<file path="config.mk">
export PLATFORM = sky130hd
export DESIGN_NAME = uart_prog_mem
export DESIGN_NICKNAME = d
export VERILOG_FILES = /design/src/rtl/uart_prog_mem.sv
export SDC_FILE = /design/constraint.sdc
export NUM_CORES = 1
export LEC_CHECK = 0
export ABC_AREA = 0
export CAP_MARGIN = 15
export CORE_MARGIN = 2
export CORE_UTILIZATION = 30
export DETAILED_ROUTE_END_ITERATION = 6
export GPL_TIMING_DRIVEN = 1
export PLACE_DENSITY = 0.6
export SYNTH_ARGS = -nofsm -noshare
export SYNTH_HDL_FRONTEND = slang
export SYNTH_SLANG_ARGS = --single-unit
export TNS_END_PERCENT = 1
</file>
<file path="constraint.sdc">
create_clock -name clk -period 4.31 [get_ports clk]
set_clock_uncertainty 0.1 [all_clocks]
set_input_delay 1.0775 -clock clk [delete_from_list [all_inputs] [get_ports clk]]
set_output_delay 1.0775 -clock clk [all_outputs]
set_load 0.005 [all_outputs]
</file>
<file path="src/rtl/uart_prog_mem.sv">
// uart_prog_mem: program/data memory for the accumulator core, loaded from a UART byte stream.
// Ports:
//   clk, reset              clock and asynchronous active-high reset
//   rx_valid, rx_data       received byte strobe and value
//   core_reset              holds the core in reset whenever the loader is not in RUN
//   loading                 high while a frame (length, data, checksum) is in progress
//   load_done               one-cycle pulse when a frame's checksum matches
//   err                     sticky frame error, cleared by the next start byte
//   PC_ADRR, PC_R           instruction read port (combinational)
//   operand_addr, operand   operand read port (combinational), also the core write address
//   write, wdata            core write-back, honoured only in RUN
module uart_prog_mem #(
    parameter int word_width = 8,
    parameter logic [word_width-1:0] START_BYTE = 8'hA5,
    localparam int AW = $clog2(word_width)
) (
    input  logic                  clk,
    input  logic                  reset,
    input  logic                  rx_valid,
    input  logic [word_width-1:0] rx_data,
    output logic                  core_reset,
    output logic                  loading,
    output logic                  load_done,
    output logic                  err,
    input  logic [AW-1:0]         PC_ADRR,
    output logic [word_width-1:0] PC_R,
    input  logic [AW-1:0]         operand_addr,
    output logic [word_width-1:0] operand,
    input  logic                  write,
    input  logic [word_width-1:0] wdata
);
    typedef enum logic [2:0] {IDLE, LEN, DATA, CSUM, RUN} state_t;

    localparam logic [word_width-1:0] DEPTH = word_width[word_width-1:0];

    state_t                state, state_nx;
    logic [AW:0]           len, idx;
    logic [word_width-1:0] csum;
    logic [word_width-1:0] mem [word_width];
    logic                  start, len_ok, last, csum_ok;

    always_comb begin
        start    = rx_data == START_BYTE;
        len_ok   = rx_data != '0 && rx_data <= DEPTH;
        last     = idx + (AW+1)'(1) == len;
        csum_ok  = rx_data == csum;
        loading  = state == LEN || state == DATA || state == CSUM;
        state_nx = state;
        if (rx_valid) begin
            case (state)
                IDLE, RUN: state_nx = start ? LEN : state;
                LEN:       state_nx = len_ok ? DATA : IDLE;
                DATA:      state_nx = last ? CSUM : DATA;
                CSUM:      state_nx = csum_ok ? RUN : IDLE;
                default:   state_nx = IDLE;
            endcase
        end
    end

    always_ff @(posedge clk or posedge reset) begin
        if (reset) begin
            state      <= IDLE;
            core_reset <= 1'b1;
            load_done  <= 1'b0;
            err        <= 1'b0;
            len        <= '0;
            idx        <= '0;
            csum       <= '0;
        end else begin
            state      <= state_nx;
            // registered from the next state so it drops together with load_done
            core_reset <= state_nx != RUN;
            load_done  <= rx_valid && state == CSUM && csum_ok;
            if (rx_valid) begin
                case (state)
                    IDLE, RUN: if (start) begin
                        err  <= 1'b0;
                        idx  <= '0;
                        csum <= '0;
                    end
                    LEN: if (len_ok) len <= rx_data[AW:0];
                         else err <= 1'b1;
                    DATA: begin
                        idx  <= idx + (AW+1)'(1);
                        csum <= csum ^ rx_data;
                    end
                    CSUM: if (!csum_ok) err <= 1'b1;
                    default: ;
                endcase
            end
        end
    end

    // loader writes only in DATA and core writes only in RUN, so they never collide
    always_ff @(posedge clk) begin
        if (rx_valid && state == DATA) mem[idx[AW-1:0]] <= rx_data;
        else if (write && state == RUN) mem[operand_addr] <= wdata;
    end

    assign PC_R    = mem[PC_ADRR];
    assign operand = mem[operand_addr];
endmodule
</file>
==> results.yml, run 1 <==
status:
  run_status: "complete, no violations"
clock_tree:
  clock_tree.root_cell: "clkbuf_16"
  cts_buffer_depth: 2
  clock_latency_ns: 0.33
  cts_post_setup_buffers_inserted: 0
  cts_max_level: 3
  clk_pin_slew_worst_paths_ns: 0.06
  tritoncts.num_buffers: 9
  hold_buffer_count_at_cts: 0
  cts_sinks: 86
  post_cts.resized_instances: 0
  clock_tree_from_tritoncts: "built"
layout:
  final-instance-count-excl-fill: 543
  num-nets-final: 381
  multi_input_area_sq_mm: 0.001797
  area.sequential_sq_mm: 0.002474
  antenna_cells_inserted: 0
  area.growth.synth_to_final_pct: 24.79
  final_core_utilization: 0.3791
  drive_above_1_share: 0.2730
  fill_cell_count: 1392
synthesis:
  synth-main-ff-cell: "edfxtp_1"
  synth.avg_cell_area_sq_um: 14.61
  synth_most_common_cell: "edfxtp_1"
  post_synth_num_cell_types: 48
  synth_seq_cells: 86
  cell_area_after_synthesis_sq_mm: 0.004382
  synth_common_cells: "edfxtp_1 (64), mux4_2 (32), nand2_1 (31)"
  synthArstFlopShare: 0.2558
  post-synth-top-area-cell: "edfxtp_1"
  total_nets_after_synthesis: 327
  synth_enable_flop_cells: 64
  yosys.area.top_type_share: 0.4386
  netlist_instances: 300
  netlist_top_cells_area: "edfxtp_1 (44%), mux4_2 (16%), dfrtp_1 (12%)"
  part_of_the_yosys_area_used_for_sequential_elements: 0.5645
  synth-warning-count: 0
drt:
  firstDrtPassIters: 4
  final_antenna_net_count: 0
  drt-total-wl_um: 9874
  post-route-drc-count: 0
  drt-vias-per-instance: 5.031
  detail_route.iter0.violations: 162
  wl_per_cell_um: 18.18
  via_count: 2732
global_route:
  grt_first_pass_wirelength_um: 15610
  global_route_total_usage_across_every_layer: 0.1306
  number_of_global_route_vias_before_repair: 2722
  global_route.overflow_total: 0
  largest_net_degree_at_the_start_of_global_routing: 23
  number_of_antenna_violations_at_the_first_check_in_global_routing: 0
setup_path:
  capturing_element_type_of_the_critical_path: "primary output"
  critPathLaunchType: "input port"
  critPathBufInv: 3
  critical_path.max_fanout: 16
  timing.critical_path.slowest_stage_cell: "clkdlybuf4s50_1"
  critPathRequiredTime_ns: 3.13
  critical-path-max-stage-delay_ns: 0.51
  worst_ep_arrival_time_ns: 3.02
  delay_heaviest_family_cp: "buffers and inverters"
  critPathKind: "in -> out"
  path_cells: "clkdlybuf4s50_1, buf_12, mux4_2, mux2_2, clkdlybuf4s50_1"
  crit_path_frequent_cell: "clkdlybuf4s50_1"
sta:
  setup_viol: 0
  layout_worst_path_cycle_share: 0.9744
  tightest_hold_margin_ns: 0.4131
  post-route-min-period_ns: 4.200
  report.final.slew_viol_count: 0
  tightestPinTransition_ns: 0.8948
  hold_violations: 0
  grt_setup_unrepaired: "no"
  fin_tns_setup_ns: 0
  relSlewSlack: 0.4028
  max_freq_mhz: 238.1
placement:
  post-place-cells: 527
  dp_hpwl_um: 6920
  gp_routability_congestion: 0.7591
  portBuffers: 45
floorplan:
  start_util: 0.3038
  core_area_sq_mm: 0.01442
  fp-row-count: 44
  die_width_um: 124.9
  io_pins: 46
  die_extent_in_y_um: 124.9
  die-area_sq_mm: 0.01559
power:
  total_power_mw: 1.852
  p_leak_nw: 2.023
  ir_drop_uv: 171.4
  powerDensity_mw_per_mm2: 338.7
flow_run:
  max-cap-violations: 0
worst_hold_path:
  worst_hold_path_type: "reg -> reg"
state kept, by name (all words and copies together) (netlist names):
signal / count
core_reset: 1
csum: 8
err: 1
idx: 4
len: 4
load_done: 1
mem: 64
state: 3
path summary, 6_finish.rpt:
check / start / end / cells after the start / slack (ns)
max: PC_ADRR[0] / PC_R[5] / 5 / 0.11
min: csum[4] / csum[4] / 1 / 0.41
max reg2reg: state[1] / len[1] / 4 / 1.98
min reg2reg: csum[4] / csum[4] / 1 / 0.41
max in group asynchronous: reset / csum[2] / 2 / 2.42
min in group asynchronous: reset / csum[3] / 2 / 1.14
per-layer routing:
metal / GRT usage / routed length (um) / vias to the layer above
li1: - / - / 1272
met1: 0.1829 / 4624 / 1382
met2: 0.2099 / 4708 / 73
met3: 0.03179 / 486 / 5
met4: 0.02353 / 55 / 0
met5: 0 / 0 / -
placed cells by master, fill, tap and decap left out, types with 2 or more instances in the layout:
cell,n
a211o_2,2
clkdlybuf4s50_1,45
a21bo_2,4
a211o_1,4
nor3b_1,9
buf_4,16
mux2_2,20
inv_1,7
xor2_1,5
nor4_1,6
mux4_2,32
dfrtp_1,21
clkinv_4,3
edfxtp_1,64
o21ai_0,7
nor2b_1,9
a21boi_0,2
nor3_1,3
o31a_1,2
buf_12,3
nor4b_1,2
nor2_1,18
clkbuf_16,9
nand2_1,31
xnor2_1,3
a31oi_1,4
layout make-up:
class                   count  share of cell area
flip-flops and latches     86              0.4524
clock inverters             7             0.01487
multi-input cells         185              0.3286
repair buffers             64              0.1153
well taps                 184             0.04211
clock buffers               9             0.04119
inverters                   8            0.005492
kinds of logic after synthesis:
family | Yosys count | synth area share
compound gates | 32 | 0.05483
xor+xnor | 9 | 0.02142
fa+ha+maj | 1 | 0.002855
buf+inv | 29 | 0.02884
flops | 86 | 0.5645
mux | 52 | 0.2159
simple gates | 91 | 0.1117
through the flow:
step / worst slack [ns] / area (sq um)
2_1_floorplan: 0.5490 / 4382
3_3_place_gp: 0.09877 / 5161
3_5_place_dp: 0.09901 / 5161
4_1_cts: 0.09458 / 5468
5_1_grt: 0.03444 / 5468
6_report: 0.1104 / 5468
worst reg2reg max path, cell delays in order, from the launching register on:
cell and delay [ns]:
dfrtp_1 0.49, or4_1 0.55, nor4_1 0.47, nand2_1 0.26, mux2_2 0.33
power breakdown:
part / internal, mW / switching (mW) / total [mW]
clock: 0.457 / 0.331 / 0.788
combinational: 0.0940 / 0.0711 / 0.165
sequential: 0.894 / 0.00402 / 0.898
total: 1.45 / 0.406 / 1.85
Power figures use the tool's default switching activity.
==> inputs of run 2 (changes only) <==
- ABC_AREA: 0 -> not set
==> results of run 2 <==
The final DEF is identical to that of run 1; final timing and power are the same.
